**config.mk**
```make
export PLATFORM = sky130hd
export DESIGN_NAME = tqvp_cattuto_ws2812b_receiver
export DESIGN_NICKNAME = d
export VERILOG_FILES = /design/src/rtl/ws2812b_pkg.sv /design/src/rtl/ws2812b_rx_bitdec.sv /design/src/rtl/tqvp_cattuto_ws2812b_receiver.sv
export SDC_FILE = /design/constraint.sdc
export NUM_CORES = 1
export LEC_CHECK = 0
export ABC_AREA = 1
export CAP_MARGIN = 10
export CORE_MARGIN = 2
export CORE_UTILIZATION = 60
export CTS_CLUSTER_DIAMETER = 30
export DETAILED_ROUTE_END_ITERATION = 12
export GPL_TIMING_DRIVEN = 0
export MAX_ROUTING_LAYER = met4
export PLACE_DENSITY = 0.88
export SYNTH_ARGS = -nofsm -noshare
export SYNTH_HDL_FRONTEND = slang
export SYNTH_HIERARCHICAL = 1
export SYNTH_SLANG_ARGS = --single-unit
```
**constraint.sdc**
```tcl
create_clock -name clk -period 3.66 [get_ports clk]
set_input_delay 0.732 -clock clk [delete_from_list [all_inputs] [get_ports clk]]
set_output_delay 0.732 -clock clk [all_outputs]
set_load 0.05 [all_outputs]
```
**src/rtl/ws2812b_pkg.sv**
```systemverilog
// ws2812b_pkg: shared WS2812B register map, status bit positions, 64 MHz timing defaults and receiver FSM states.
package ws2812b_pkg;
  localparam logic [3:0] ADDR_STATUS = 4'd0;
  localparam logic [3:0] ADDR_G      = 4'd1;
  localparam logic [3:0] ADDR_R      = 4'd2;
  localparam logic [3:0] ADDR_B      = 4'd3;
  localparam logic [3:0] ADDR_IDX    = 4'd4;
  localparam logic [3:0] ADDR_COUNT  = 4'd5;
  localparam logic [3:0] DRV_ADDR_CTRL = 4'd0;
  localparam logic [3:0] DRV_ADDR_G    = 4'd1;
  localparam logic [3:0] DRV_ADDR_R    = 4'd2;
  localparam logic [3:0] DRV_ADDR_B    = 4'd3;
  localparam int ST_NEW  = 0;
  localparam int ST_DONE = 1;
  localparam int ST_ERR  = 2;
  localparam int ST_BUSY = 3;
  localparam int BIT_THRESH = 38;
  localparam int MIN_HIGH   = 8;
  localparam int RESET_CYC  = 3200;
  typedef enum logic [1:0] {SYNC, IDLE, HIGH, LOW} rx_state_e;
endpackage

```
**src/rtl/ws2812b_rx_bitdec.sv**
```systemverilog
// ws2812b_rx_bitdec: samples the line, measures pulse widths and emits decoded bits, glitches and frame ends.
module ws2812b_rx_bitdec
  import ws2812b_pkg::*;
(
  input  logic clk,
  input  logic rst_n,
  input  logic rx_i,
  output logic line_o,
  output logic bit_valid_o,
  output logic bit_val_o,
  output logic glitch_o,
  output logic frame_end_o,
  output logic busy_o
);
  localparam logic [11:0] RST_C = 12'(RESET_CYC);
  localparam logic [8:0] MIN_H = 9'(MIN_HIGH);
  localparam logic [8:0] THR = 9'(BIT_THRESH);
  rx_state_e state_q;
  logic line_q, prev_q, rise, fall;
  logic [11:0] low_q;
  logic [8:0] high_q;
  assign rise = line_q & ~prev_q;
  assign fall = ~line_q & prev_q;
  assign line_o = line_q;
  assign busy_o = state_q == HIGH || state_q == LOW;
  always_ff @(posedge clk) begin
    if (!rst_n) begin
      state_q <= SYNC;
      {line_q, prev_q, bit_valid_o, bit_val_o, glitch_o, frame_end_o} <= '0;
      low_q <= '0;
      high_q <= '0;
    end else begin
      line_q <= rx_i;
      prev_q <= line_q;
      bit_valid_o <= 1'b0;
      glitch_o <= 1'b0;
      frame_end_o <= 1'b0;
      case (state_q)
        SYNC: begin
          low_q <= line_q ? '0 : low_q + 12'd1;
          if (!line_q && low_q == RST_C - 12'd1) state_q <= IDLE;
        end
        IDLE: if (rise) begin
          state_q <= HIGH;
          high_q <= 9'd1;
        end
        HIGH: if (fall) begin
          state_q <= LOW;
          low_q <= 12'd1;
          bit_valid_o <= high_q >= MIN_H;
          glitch_o <= high_q < MIN_H;
          bit_val_o <= high_q > THR;
        end else high_q <= &high_q ? high_q : high_q + 9'd1;
        LOW: if (rise) begin
          state_q <= HIGH;
          high_q <= 9'd1;
        end else if (low_q == RST_C) begin
          state_q <= IDLE;
          frame_end_o <= 1'b1;
        end else low_q <= low_q + 12'd1;
        default: state_q <= SYNC;
      endcase
    end
  end
endmodule

```
**src/rtl/tqvp_cattuto_ws2812b_receiver.sv**
```systemverilog
// tqvp_cattuto_ws2812b_receiver: TinyQV WS2812B sniffer capturing the GRB word at a CPU-selected LED index.
// Define WS2812B_RX_FWD_EN to pass every LED after the first out on uo_out[1].
module tqvp_cattuto_ws2812b_receiver
  import ws2812b_pkg::*;
#(
  parameter int RX_PIN = 1
) (
  input  logic       clk,
  input  logic       rst_n,
  input  logic [7:0] ui_in,
  output logic [7:0] uo_out,
  input  logic [3:0] address,
  input  logic       data_write,
  input  logic [7:0] data_in,
  output logic [7:0] data_out
);
  logic line, bit_valid, bit_val, glitch, frame_end, busy;
  logic [7:0] g_q, r_q, b_q, idx_q, count_q, word_q, word_d;
  logic [4:0] bit_q, bit_d;
  logic [22:0] shift_q, shift_d;
  logic new_q, new_d, done_q, done_d, err_q, err_d;
  logic [23:0] word;
  logic word_done, hit, wr_st, unused_w;
  ws2812b_rx_bitdec u_bitdec (
    .clk(clk), .rst_n(rst_n), .rx_i(ui_in[RX_PIN]), .line_o(line), .bit_valid_o(bit_valid),
    .bit_val_o(bit_val), .glitch_o(glitch), .frame_end_o(frame_end), .busy_o(busy)
  );
  assign word = {shift_q, bit_val};
  assign word_done = bit_valid && bit_q == 5'd23;
  assign hit = word_done && word_q == idx_q;
  assign wr_st = data_write && address == ADDR_STATUS;
  // Hardware set wins over a same-cycle CPU clear.
  always_comb begin
    shift_d = frame_end ? '0 : bit_valid ? (word_done ? '0 : word[22:0]) : shift_q;
    bit_d = frame_end ? '0 : bit_valid ? (word_done ? '0 : bit_q + 5'd1) : bit_q;
    word_d = frame_end ? '0 : (word_done && word_q != 8'hff) ? word_q + 8'd1 : word_q;
    new_d = (new_q & ~(wr_st & data_in[ST_NEW])) | hit;
    done_d = (done_q & ~(wr_st & data_in[ST_DONE])) | frame_end;
    err_d = (err_q & ~(wr_st & data_in[ST_ERR])) | glitch | (frame_end && bit_q != '0);
  end
  always_ff @(posedge clk) begin
    if (!rst_n) begin
      {g_q, r_q, b_q, idx_q, count_q, word_q, bit_q, shift_q} <= '0;
      {new_q, done_q, err_q} <= '0;
    end else begin
      {word_q, bit_q, shift_q} <= {word_d, bit_d, shift_d};
      {new_q, done_q, err_q} <= {new_d, done_d, err_d};
      if (hit) {g_q, r_q, b_q} <= word;
      if (data_write && address == ADDR_IDX) idx_q <= data_in;
      if (frame_end) count_q <= word_q;
    end
  end
  always_comb begin
    case (address)
      ADDR_STATUS: data_out = {4'b0, busy, err_q, done_q, new_q};
      ADDR_G:      data_out = g_q;
      ADDR_R:      data_out = r_q;
      ADDR_B:      data_out = b_q;
      ADDR_IDX:    data_out = idx_q;
      ADDR_COUNT:  data_out = count_q;
      default:     data_out = '0;
    endcase
  end
`ifdef WS2812B_RX_FWD_EN
  logic fwd_q;
  // Gate opens while the line is low after word 0, so no runt pulse leaks out.
  always_ff @(posedge clk) begin
    if (!rst_n || frame_end) fwd_q <= 1'b0;
    else if (word_done && word_q == '0) fwd_q <= 1'b1;
  end
  assign uo_out = {6'b0, fwd_q & line, 1'b0};
  assign unused_w = &{1'b0, ui_in};
`else
  assign uo_out = '0;
  assign unused_w = &{1'b0, ui_in, line};
`endif
endmodule
```
After elaboration in Yosys (flattened, before gate mapping)
Index checks and enable logic that the tools add are counted.
W data, S select, Z words.
- register bits: 108
- bits of input ports: 23
- output and inout bits: 16
- logic and storage cells: 110
- add/sub/neg operators: 4
- order comparisons: 3
- equal/unequal tests: 22
- multiplexer cells: 19
- bitwise logic cells: 19
- reductions and logical operators: 23
- operator list (kind ; number):
    $mux W12 ; 4
    $pmux W8 S6 ; 1
    $pmux W12 S3 ; 1
    $mux W9 ; 3
    $eq A12 B12 Y1 const B ; 2
    $mux W23 ; 1
    $pmux W9 S2 ; 1
    $add A12 B1 Y12 const B ; 1
    $reduce_and A4 Y1 ; 3
    $mux W2 ; 5
    $add A9 B1 Y9 const B ; 1
    $ge A9 B4 Y1 const B ; 1
    $gt A9 B6 Y1 const B ; 1
    $lt A9 B4 Y1 const B ; 1
    $reduce_and A9 Y1 ; 1
    $add A8 B1 Y8 const B ; 1
    $and A1 B1 Y1 ; 8
    $eq A4 B2 Y1 const B ; 2
    $eq A4 B3 Y1 const B ; 2
    $eq A8 B8 Y1 ; 1
    $ne A2 B1 Y1 const B ; 4
    $ne A2 B2 Y1 const B ; 4
    $ne A8 B8 Y1 const B ; 1
    $pmux W2 S4 ; 1
    other kinds (22) ; 39

Depth between registers and ports, before layout
Gate-level depths: netlist of run 1.
- depth in word-level cells: 7
- depth in mapped cells: 12
- depth with buffers taken out: 11

Modules after synthesis
The synthesis of run 1 kept the hierarchy.
- by module, submodules not included (module ; times used ; cells an instance ; area an instance (µm²) ; sequential area each (µm²)):
    tqvp_cattuto_ws2812b_receiver ; 1 ; 497 ; 3525.9 ; 1581.5
    ws2812b_rx_bitdec ; 1 ; 227 ; 1554.0 ; 580.6

Worst setup path before layout of run 1
OpenSTA, ideal clock, no wires.
- path type: input to output
- start: input address[3]
- end: output data_out[4]
- arrival time: 2.227 ns
- required time: 2.928 ns
- setup slack: 0.701 ns
- stages: 3
- buffers on the path: 0
- path through: nor2_1 > nand3_1 > o21ai_0
- longest elaborated chain between the ends: 2
- elaborated cells on any way between the ends: 7
- those cells by class: eq/ne (5); mux (1); reduce/logical (1)
- ends and longest elaborated chain (item ; RTL line ; source):
    start, declared ; tqvp_cattuto_ws2812b_receiver.sv:12 ; input logic [3:0] address,
    $eq A4 B3 Y1 (tied with other cells) ; tqvp_cattuto_ws2812b_receiver.sv:54 ; case (address)
    $pmux W8 S6 * ; tqvp_cattuto_ws2812b_receiver.sv:54 ;
    end, declared ; tqvp_cattuto_ws2812b_receiver.sv:15 ; output logic [7:0] data_out
Mark *: on every way between the ends. The rest lies on a longest branch, timed or not.

Final worst setup path of run 1
- start: input address[2]
- end: output data_out[4]
The elaborated chain is that of the path after synthesis.

==> results by group, run 1 <==
Timing
  – Period minus WS final: 3640 ps
  – # setup viols final: 0
  – Worst-Margin Slew: a little over 500 ps
  – Setup TNS Final: 0 ps
  – Clock Skew: about 14 ps
  – RSZ-0062 raised after global routing: false
  – Slew HR: 0.660
  – Final period util: 0.995
  – Max-slew violations: 0
  – Fmax: 0.275 GHz
  – Fin. Hold Viols: 0

Yosys
  – Asr flop ratio synth: 0
  – Synth cell count leaders: nand2_1, dfxtp_1, nor2_1, inv_1, nand3_1
  – Synth area leaders: dfxtp_1, nand2_1, nor2_1
  – Main synth FF type: dfxtp_1
  – Unique masters post-synth: 39
  – Share of the synthesized area in the top cell type: 0.426
  – Post-synth EDFFs: 0
  – Flops & latches, synth: 108
  – Synthesized area per cell: between 7 and 8 um^2
  – Synth area leader: dfxtp_1
  – Cells after Synth: 724
  – Sequential-to-total area share from yosys stat: 0.426
  – Syn. warnings: 6
  – Mapped Area: a little over 5000 um^2
  – Cell with the most instances after synthesis: nand2_1

Critical path
  – Crit path required time: 2930 ps
  – Crit path kind: input pin to output port
  – Crit. End Element: output port
  – Crit-path max FO: 10
  – CP arrival: 2910 ps
  – CP Launch Type: input pin

Min path
  – Hold Crit Class: flip-flop to flip-flop

Clocking
  – TritonCTS clock tree: yes
  – H-tree depth: 3
  – Clock sinks: 108
  – Clock slew seen by the registers of the worst setup and hold paths: 100 ps
  – Longest Clk Path Bufs: 2
  – Clock buffer count from CTS: 9
  – Root buf cell: clkbuf_8
  – Clock Latency Late Sink: 370 ps

Detailed routing
  – DR WL/cell: 12.8 um
  – Iter 0 DRT Violations: 313
  – Final wirelength: ~11,000 um
  – 1st-pass router iterations: 5
  – Vias: 4,719
  – DRC: 0
  – Routed vias/inst: between 5 and 6
  – Final antenna-violating net count: 0

Layout
  – Area grow syn2layout: 11.4%
  – Fillers: 692
  – Share of cells above drive strength 1: 0.0870
  – Fin nets: 796
  – Seq. cell area: 2160 um^2
  – Multi-input gate area: 2380 um^2
  – Final Core Density: 0.689
  – Finished layout cell area: approximately 5700 um^2
  – Ant. Diodes: 0

Global route
  – Largest net degree at the start of global routing: 19
  – Global-route wire length before repair: between 15,000 and 20,000 um
  – GRT Overall Usage: 0.266
  – Remaining Overflow, GRT: 0
  – Vias in the first global route: 4,316
  – Initial antenna violation count: 0

Placed design
  – DP Area: 5470 um^2
  – Dpl hpwl: roughly 8400 um
  – RD Place Congestion: roughly 0.93
  – Buffers on Ports: 23

Pwr
  – VDD IR max: 0.252 mV
  – Pwr dens: 384 nW/um^2
  – LEAKAGE: roughly 2.2 nW

Die
  – Core footprint: 8220 um^2
  – Die H: 96.0 um
  – # rows: 33
  – Top Ports: 39
  – Initial Util: 0.618
  – Die Footprint: 9220 um^2
  – Die W: 96.0 um

Flow run
  – Max-Cap Viols: 0

Outcome
  – Status: complete, no violations
==> per-stage QoR <==
stage               hold slack [ps]  cells  power (mW)  worst slack (ps)
floorplan                       444    731        1.40               701
global placement                458    859        1.46              -318
detailed placement              463    859        1.46              -343
CTS                             478    875        2.19              1.91
global route                    510    875        2.27              7.01
finish                          482    875        2.17              20.1
==> where the power goes <==
part	switching (mW)	total (mW)	internal, mW
sequential	0.0161	1.21	1.19
clock	0.394	0.735	0.341
combinational	0.154	0.235	0.0813
==> critical path: stages <==
cell             delay (ps)
clkdlybuf4s50_1         480
inv_1                    50
nor2_2                  340
nand2_1                 270
o21ai_0                 400
nor2_1                  100
o21ai_0                 120
clkdlybuf4s15_2         410
==> layout by cell type, fill, tap and decap left out, types with 4 or more instances in the layout <==
master / instances
o22ai_1: 27
xor2_1: 4
o21ai_0: 43
inv_1: 94
buf_4: 13
clkbuf_2: 4
dfxtp_1: 108
nor2_2: 6
nand2_1: 140
nor2_1: 101
ha_1: 8
nand3_1: 66
nor3_1: 9
conb_1: 8
nand2_2: 6
clkdlybuf4s50_1: 15
clkbuf_1: 7
inv_2: 4
a21oi_1: 46
nand4_1: 7
buf_2: 4
clkbuf_8: 10
==> state kept, by name, summed over array words and instances (netlist names), 2 cells and up <==
register          flops
shift_q              23
u_bitdec/low_q       12
u_bitdec/high_q       9
b_q                   8
count_q               8
g_q                   8
idx_q                 8
r_q                   8
word_q                8
bit_q                 5
u_bitdec/state_q      2
==> cells by family after synthesis <==
| family | after synthesis | synth area share |
|---|---|---|
| simple gates | 351 | 0.303 |
| buf+inv | 130 | 0.112 |
| compound gates | 122 | 0.131 |
| flops | 108 | 0.426 |
| fa+ha+maj | 8 | 0.0197 |
| xor+xnor | 4 | 0.00690 |
| other cells | 1 | 0.000738 |
==> cell type report <==
class | count | area share
clock buffer | 10 | 0.0243
timing repair buffer | 23 | 0.0369
clock inverter | 6 | 0.0128
multi-input combinational | 493 | 0.420
sequential | 108 | 0.382
tap | 105 | 0.0232
inverter | 100 | 0.0668
buffer | 30 | 0.0340
==> layer usage <==
layer	wire [um]	global-route usage	up-vias
met5	0	-	-
met4	356	0.110	0
met3	651	0.0525	33
met2	5390	0.440	149
met1	4840	0.317	2137
li1	-	-	2400
==> path summary, 6_finish.rpt <==
path / cells after the start / end / startpoint / slack, ps
worst min-delay path: 2 / new_q$_SDFF_PN0_ / new_q$_SDFF_PN0_ / 480
worst max register to register: 10 / b_q[1]$_SDFFE_PN0P_ / word_q[4]$_SDFFE_PP0P_ / 1790
worst min register to register: 2 / new_q$_SDFF_PN0_ / new_q$_SDFF_PN0_ / 480
worst max-delay path: 8 / data_out[4] / address[2] / 20
==> timing repair <==
action                     in CTS  in global routing
gates resized for setup        14                  9
setup endpoints to repair       8                  5
hold buffers                    0                  0
buffers inserted                0                  0
Power figures use the tool's default switching activity.
==> run 2: changes to the inputs <==
--- a/config.mk
+++ b/config.mk
@@ -8,12 +8,12 @@
 export ABC_AREA = 1
 export CAP_MARGIN = 10
 export CORE_MARGIN = 2
-export CORE_UTILIZATION = 60
+export CORE_UTILIZATION = 53
 export CTS_CLUSTER_DIAMETER = 30
 export DETAILED_ROUTE_END_ITERATION = 12
 export GPL_TIMING_DRIVEN = 0
 export MAX_ROUTING_LAYER = met4
-export PLACE_DENSITY = 0.88
+export PLACE_DENSITY = 0.82
 export SYNTH_ARGS = -nofsm -noshare
 export SYNTH_HDL_FRONTEND = slang
 export SYNTH_HIERARCHICAL = 1
==> constraint.sdc (replaced) <==
create_clock -name clk -period 3.3 [get_ports clk]
set_input_delay 0.66 -clock clk [delete_from_list [all_inputs] [get_ports clk]]
set_output_delay 0.66 -clock clk [all_outputs]
set_load 0.05 [all_outputs]
==> run 2 against run 1 <==
Compared with the run above:
- critical path depth is 1 lower
- cell area increased by 0.82%
- flip-flop and latch count unchanged
- wire length is 1.1% higher
- global-route usage is 2.4 points lower
- setup slack better by 75 ps
- core utilization down 7.4 points
- clock power increased by 11%
==> results by group, run 2 (synthesized netlist as in run 1, its figures left out) <==
Outcome
  – Status: complete, no violations (unchanged)

Critical path
  – Worst-path cell chain: clkdlybuf4s50_1 > nor2_1 > nand3_2 > o22ai_1 > nor2_1 > nand3_1 > clkdlybuf4s15_2 (was clkdlybuf4s50_1 > inv_1 > nor2_2 > nand2_1 > o21ai_0 > nor2_1 > o21ai_0 > clkdlybuf4s15_2)
  – Crit-path max FO: 8 (was 10)
  – Crit path kind: input pin to output port (unchanged)
  – Most used cell, CP: nor2_1 (was o21ai_0)
  – Cell family with the largest share of critical-path delay: buffers and inverters (unchanged)
  – CP Launch Type: input pin (unchanged)
  – Worst Reg-to-Reg Cells: 9 (was 10)
  – Crit path required time: 2640 ps (was 2930 ps)
  – Stages on the worst setup path: 7 (was 8)
  – Crit. End Element: output port (unchanged)
  – CP arrival: 2540 ps (was 2910 ps)
  – Worst path bufs/invs: 2 (was 3)
  – Reg2reg start: bit_q[0]$_SDFFE_PP0P_ (was word_q[4]$_SDFFE_PP0P_)
  – Cell with the largest stage delay on the worst path: clkdlybuf4s50_1 (unchanged)
  – Setup crit start: address[3] (was address[2])
  – CP peak stage delay: 460 ps (was 480 ps)
  – R2R Path End: r_q[2]$_SDFFE_PN0P_ (was b_q[1]$_SDFFE_PN0P_)
  – Reg2reg setup slack: 1390 ps (was 1790 ps)

Placed design
  – DP Area: 5500 um^2 (was 5470 um^2)
  – Buffers on Ports: 23 (unchanged)
  – Dpl hpwl: 8420 um (was 8400 um)
  – RD Place Congestion: 0.902 (was 0.927)

Global route
  – Remaining Overflow, GRT: 0 (unchanged)
  – Vias in the first global route: 4,380 (was 4,316)
  – Global-route wire length before repair: 19,400 um (was 18,900 um)
  – GRT Overall Usage: 0.242 (was 0.266)
  – Largest net degree at the start of global routing: 18 (was 19)
  – Initial antenna violation count: 0 (unchanged)

Clocking
  – Longest Clk Path Bufs: 2 (unchanged)
  – Root buf cell: clkbuf_8 (unchanged)
  – TritonCTS clock tree: yes (unchanged)
  – H-tree depth: 3 (unchanged)
  – Clock Latency Late Sink: 380 ps (was 370 ps)
  – Clock buffer count from CTS: 9 (unchanged)
  – Clock sinks: 108 (unchanged)
  – Clock slew seen by the registers of the worst setup and hold paths: 100 ps (about the same)

Timing
  – Final period util: 0.971
  – Worst-Margin Slew: 518 ps (was 508 ps)
  – Period minus WS final: 3200 ps
  – # setup viols final: 0 (unchanged)
  – Worst hold slack: 477 ps (was 482 ps)
  – Slew HR: 0.653 (was 0.660)
  – Max-slew violations: 0 (unchanged)
  – Setup TNS Final: 0 ps (unchanged)
  – Fmax: 0.312 GHz
  – Fin. Hold Viols: 0 (unchanged)
  – Clock Skew: 10.6 ps (was 14.5 ps)

Pwr
  – Pwr dens: 424 nW/um^2 (was 384 nW/um^2)
  – Seq pwr share: 0.553 (was 0.554)
  – Sw power: 634 uW (was 564 uW)
  – VDD IR max: 0.309 mV (was 0.252 mV)
  – Comb pwr share: 0.110 (was 0.108)
  – Sw frac: 0.262 (was 0.259)
  – Internal: 1.78 mW (was 1.61 mW)
  – LEAKAGE: 2.18 nW (was 2.19 nW)
  – Part of the power in the clock network: 0.337 (was 0.338)

Layout
  – Ant. Diodes: 0 (unchanged)
  – Fin nets: 796 (unchanged)
  – Most frequent cells in the layout: nand2_1, dfxtp_1, nor2_1 (unchanged)
  – Most common cell after layout, fill and taps aside: nand2_1 (unchanged)
  – Share of cells above drive strength 1: 0.0935 (was 0.0870)
  – Largest register FFs: 23 (unchanged)
  – Fillers: 832 (was 692)
  – Finished layout cell area: 5710 um^2 (was 5660 um^2)
  – Area grow syn2layout: 12.3% (was 11.4%)

Die
  – # rows: 35 (was 33)
  – Core footprint: 9280 um^2 (was 8220 um^2)
  – Top Ports: 39 (unchanged)
  – Die W: 102 um (was 96.0 um)
  – Initial Util: 0.547 (was 0.618)
  – Die Footprint: 10,400 um^2 (was 9220 um^2)
  – Die H: 102 um (was 96.0 um)

Detailed routing
  – 1st-pass router iterations: 6 (was 5)
  – Vias: 4,656 (was 4,719)
  – DR WL/cell: 12.6 um (was 12.8 um)
  – Routed vias/inst: 5.18 (was 5.39)
  – Final wirelength: 11,400 um (was 11,200 um)
  – Iter 0 DRT Violations: 243 (was 313)
  – Final antenna-violating net count: 0 (unchanged)
  – DRC: 0 (unchanged)

Flow run
  – Max-Cap Viols: 0 (unchanged)

Min path
  – Hold Crit Class: flip-flop to flip-flop (unchanged)
  – Worst hold endpoint: new_q$_SDFF_PN0_ (unchanged)
  – Hold Startpoint: new_q$_SDFF_PN0_ (unchanged)
  – Hold path depth: 2 (unchanged)
==> run 2: changes by cell type in the layout (fill, tap and decap cells not counted), moves of 2 or more <==
cell / previous run / this run
nor2_4: 2 / 4
nand3_1: 66 / 64
o21ai_0: 43 / 39
clkinv_4: 3 / 1
o21ai_1: 2 / 6
dlygate4sd2_1: 2 / 0
buf_2: 4 / 6
clkdlybuf4s15_2: 1 / 3
nand3_2: 1 / 3
clkbuf_2: 4 / 2
==> run 2: worst min-delay path, delay by kind of cell, from the launching register on <==
family | cells | cell delay [ps]
flip-flops | 1 | 320
AO/OA/AOI/OAI | 1 | 50
AND/OR/NAND/NOR | 1 | 60
==> run 2: cell type report <==
cell class | count | area, um^2 | share of cell area
well taps | 129 | 161 | 0.0283
clock buffers | 11 | 141 | 0.0248
multi-input cells | 493 | 2400 | 0.420
clock inverters | 5 | 60.1 | 0.0105
inverters | 100 | 378 | 0.0662
plain buffers | 30 | 193 | 0.0338
flip-flops and latches | 108 | 2160 | 0.379
repair buffers | 23 | 211 | 0.0371
==> run 2: what timing repair did <==
action / CTS / global route
gates resized for setup: 30 / 15
endpoints found under the setup margin: 8 / 8
buffers inserted: 0 / 0
hold buffers: 0 / 0
==> run 2: power groups by stage <==
stage	clock network [mW]	logic, mW	registers [mW]
floorplan	0	0.194	1.36
global placement	0	0.252	1.36
detailed placement	0	0.260	1.37
CTS	0.842	0.262	1.34
global route	0.889	0.295	1.34
finish	0.816	0.266	1.34
==> run 2: per-stage QoR <==
step                      total power, mW  worst slack [ps]  std cells   util
after global routing                 2.52             -7.01        899  0.615
after detailed placement             1.63              -572        883  0.592
after global placement               1.62              -587        883  0.592
after floorplan                      1.56               485        731      -
final                                2.42              95.3        899  0.615
after CTS                            2.44              20.4        899  0.615
==> run 2: how the worst max path moves through the flow <==
stage	end	slack, ps
2_1_floorplan	data_out[4]	480
3_3_place_gp	data_out[4]	-590
3_5_place_dp	data_out[4]	-570
4_1_cts	data_out[4]	20
5_1_grt	data_out[5]	-7
6_report	data_out[2]	100
==> run 2: routing by layer <==
metal	vias to the layer above	track usage	share of wire
met3	22	0.0575	0.066
met1	2082	0.288	0.43
met4	0	0.0954	0.021
met5	-	-	0
met2	151	0.397	0.48
li1	2401	-	-
==> run 3: changes to the inputs <==
--- a/config.mk
+++ b/config.mk
@@ -7,7 +7,7 @@
 export LEC_CHECK = 0
 export ABC_AREA = 1
 export CAP_MARGIN = 10
-export CORE_MARGIN = 2
+export CORE_MARGIN = 5
 export CORE_UTILIZATION = 53
 export CTS_CLUSTER_DIAMETER = 30
 export DETAILED_ROUTE_END_ITERATION = 12
@@ -16,5 +16,5 @@
 export PLACE_DENSITY = 0.82
 export SYNTH_ARGS = -nofsm -noshare
 export SYNTH_HDL_FRONTEND = slang
-export SYNTH_HIERARCHICAL = 1
 export SYNTH_SLANG_ARGS = --single-unit
+export TNS_END_PERCENT = 20
==> run 3 against run 2 <==
Compared with the run above:
- clock skew shrank 0.81 ps
- flip-flop and latch count unchanged
- setup slack worse by 4.9 ps
- die area grew 13%
- first-iteration DRC count is 0.41% lower
- area after synthesis rose by 0.76%
- largest power group unchanged
- synthesized cell count increased by 2.3%
- count of clock-buffer cells in the layout stayed put
==> results by group, run 3 <==
Detailed routing
  – Final antenna-violating net count: 0 (unchanged)
  – 1st-pass router iterations: 6 (unchanged)
  – Routed vias/inst: 5.20 (was 5.18)
  – DR WL/cell: 12.8 um (was 12.6 um)
  – Vias: 4,760 (was 4,656)
  – DRC: 0 (unchanged)
  – Iter 0 DRT Violations: 242 (was 243)
  – Final wirelength: 11,700 um (was 11,400 um)

Timing
  – Worst hold slack: 478 ps (was 477 ps)
  – RSZ-0062 raised after global routing: true
  – Setup TNS Final: 0 ps (unchanged)
  – # setup viols final: 0 (unchanged)
  – Final period util: 0.973 (was 0.971)
  – Fmax: 0.312 GHz (about the same)
  – Final worst slack: 90.4 ps (was 95.3 ps)
  – Fin. Hold Viols: 0 (unchanged)
  – Slew HR: 0.664 (was 0.653)
  – Period minus WS final: 3210 ps (was 3200 ps)
  – Worst-Margin Slew: 504 ps (was 518 ps)
  – Clock Skew: 9.83 ps (was 10.6 ps)
  – Max-slew violations: 0 (unchanged)

Layout
  – Share of cells above drive strength 1: 0.0661 (was 0.0935)
  – Most common cell after layout, fill and taps aside: nand2_1 (unchanged)
  – Finished Layout Cells: 916 (was 899)
  – Finished layout cell area: 5740 um^2 (was 5710 um^2)
  – Largest register FFs: 23 (unchanged)
  – Most frequent cells in the layout: nand2_1, inv_1, dfxtp_1 (was nand2_1, dfxtp_1, nor2_1)
  – Area grow syn2layout: 12.1% (was 12.3%)
  – Final Core Density: 0.615 (about the same)
  – Ant. Diodes: 0 (unchanged)
  – Fin nets: 813 (was 796)

Critical path
  – Worst Reg-to-Reg Cells: 9 (unchanged)
  – Crit path required time: 2640 ps (about the same)
  – Reg2reg start: bit_q[0]$_SDFFE_PP0P_ (unchanged)
  – CP Launch Type: input pin (unchanged)
  – Crit. End Element: output port (unchanged)
  – Crit path kind: input pin to output port (unchanged)
  – Crit-path max FO: 7 (was 8)
  – Setup crit start: address[3] (unchanged)
  – CP arrival: 2550 ps (was 2540 ps)
  – R2R Path End: shift_q[2]$_SDFFE_PP0P_ (was r_q[2]$_SDFFE_PN0P_)
  – Reg2reg setup slack: 1430 ps (was 1390 ps)

Placed design
  – DP Area: 5540 um^2 (was 5500 um^2)
  – Placed insts: 900 (was 883)
  – RD Place Congestion: 0.981 (was 0.902)
  – Dpl hpwl: 9040 um (was 8420 um)
  – Buffers on Ports: 23 (unchanged)
  – Place WS: -575 ps (was -572 ps)

Global route
  – Remaining Overflow, GRT: 0 (unchanged)
  – GRT Overall Usage: 0.223 (was 0.242)
  – Largest net degree at the start of global routing: 18 (unchanged)
  – Initial antenna violation count: 0 (unchanged)
  – Vias in the first global route: 4,551 (was 4,380)
  – Global-route wire length before repair: 20,500 um (was 19,400 um)

Yosys
  – Sequential-to-total area share from yosys stat: 0.422 (was 0.426)
  – Syn. warnings: 0 (was 6)
  – Synth area leaders: dfxtp_1, nand2_1, inv_1 (was dfxtp_1, nand2_1, nor2_1)
  – Synth area leader: dfxtp_1 (unchanged)
  – Cell with the most instances after synthesis: nand2_1 (unchanged)
  – Cells after Synth: 741 (was 724)
  – Unique masters post-synth: 36 (was 39)
  – Synth cell count leaders: nand2_1, inv_1, dfxtp_1, nor2_1, nand3_1 (was nand2_1, dfxtp_1, nor2_1, inv_1, nand3_1)
  – Mapped Area: 5120 um^2 (was 5080 um^2)
  – Main synth FF type: dfxtp_1 (unchanged)
  – Synthesized area per cell: 6.91 um^2 (was 7.02 um^2)
  – Flops & latches, synth: 108 (unchanged)
  – Asr flop ratio synth: 0 (unchanged)
  – Post-synth EDFFs: 0 (unchanged)
  – Share of the synthesized area in the top cell type: 0.422 (was 0.426)

Clocking
  – Root buf cell: clkbuf_8 (unchanged)
  – Post-CTS resize count: 25 (was 30)
  – Clock buffer count from CTS: 9 (unchanged)
  – Longest Clk Path Bufs: 2 (unchanged)
  – Clock Latency Late Sink: 380 ps (about the same)
  – # hold bufs at CTS: 0 (unchanged)
  – Buffers inserted by post-CTS timing repair: 0 (unchanged)
  – TritonCTS clock tree: yes (unchanged)
  – Clock sinks: 108 (unchanged)
  – Clock slew seen by the registers of the worst setup and hold paths: 90 ps (was 100 ps)
  – H-tree depth: 3 (unchanged)

Min path
  – Worst hold endpoint: done_q$_SDFF_PN0_ (was new_q$_SDFF_PN0_)
  – Hold Startpoint: done_q$_SDFF_PN0_ (was new_q$_SDFF_PN0_)
  – Hold path depth: 2 (unchanged)
  – Hold Crit Class: flip-flop to flip-flop (unchanged)

Die
  – Die Footprint: 11,700 um^2 (was 10,400 um^2)
  – Die W: 108 um (was 102 um)
  – # rows: 35 (unchanged)
  – Die H: 108 um (was 102 um)
  – Initial Util: 0.549 (was 0.547)
  – Top Ports: 39 (unchanged)
  – Core footprint: 9330 um^2 (was 9280 um^2)

Pwr
  – LEAKAGE: 2.26 nW (was 2.18 nW)
  – Overall power: 2.32 mW (was 2.42 mW)
  – VDD IR max: 0.262 mV (was 0.309 mV)
  – Pwr dens: 405 nW/um^2 (was 424 nW/um^2)

Flow run
  – Max-Cap Viols: 0 (unchanged)

Outcome
  – Status: complete, no violations (unchanged)
==> run 3: changes by cell type after synthesis, moves of 7 or more <==
cell,before,now
nand2_1,140,157
inv_1,94,114
o21ai_0,43,35
nand3_1,66,49
nand4_1,7,14
xor2_1,4,12
==> run 3: how the worst max path moves through the flow <==
stage	cells past startpoint	slack [ps]	to
after global routing	7	-50	data_out[0]
final	7	90	data_out[0]
after CTS	10	2	data_out[3]
after detailed placement	10	-570	data_out[3]
after floorplan	3	650	data_out[3]
after global placement	10	-560	data_out[3]
==> run 3: layer usage <==
layer  share of wire  vias to the layer above  GRT usage
li1                -                     2434          -
met1            0.43                     2178      0.271
met2            0.49                      122      0.370
met3           0.057                       26     0.0424
met4           0.023                        0     0.0775
met5               0                        -          -
==> run 3: critical path, stage by stage <==
cell and delay, ps:
clkdlybuf4s50_1 430, nor2_1 300, nand3_1 300, o22ai_1 270, nor2_1 70, nand3_1 130
clkdlybuf4s15_2 400
==> run 3: kinds of logic (layout without fill, tap and decap cells) <==
group                    count (synthesis)  in the layout  synth area share
AND/OR/NAND/NOR                        349            349             0.290
buffers and inverters                  144            183             0.116
AO/OA/AOI/OAI                          117            117             0.127
flip-flops                             108            108             0.422
XOR/XNOR                                14             14            0.0240
adder cells (fa/ha/maj)                  8              8            0.0196
other                                    1              8          0.000733
==> run 3: cell type report <==
class | count | area (um^2)
clock inverter | 5 | 82.6
buffer | 28 | 159
inverter | 116 | 435
multi-input combinational | 496 | 2400
tap | 129 | 161
fill | 856 | 3590
timing repair buffer | 23 | 208
sequential | 108 | 2160
clock buffer | 11 | 131
==> run 3: report_power, final <==
part           switching, mW  total (mW)  internal [mW]
combinational         0.0872       0.131         0.0434
sequential           0.00493        1.31           1.31
clock                  0.446       0.879          0.433
total                  0.538        2.32           1.78
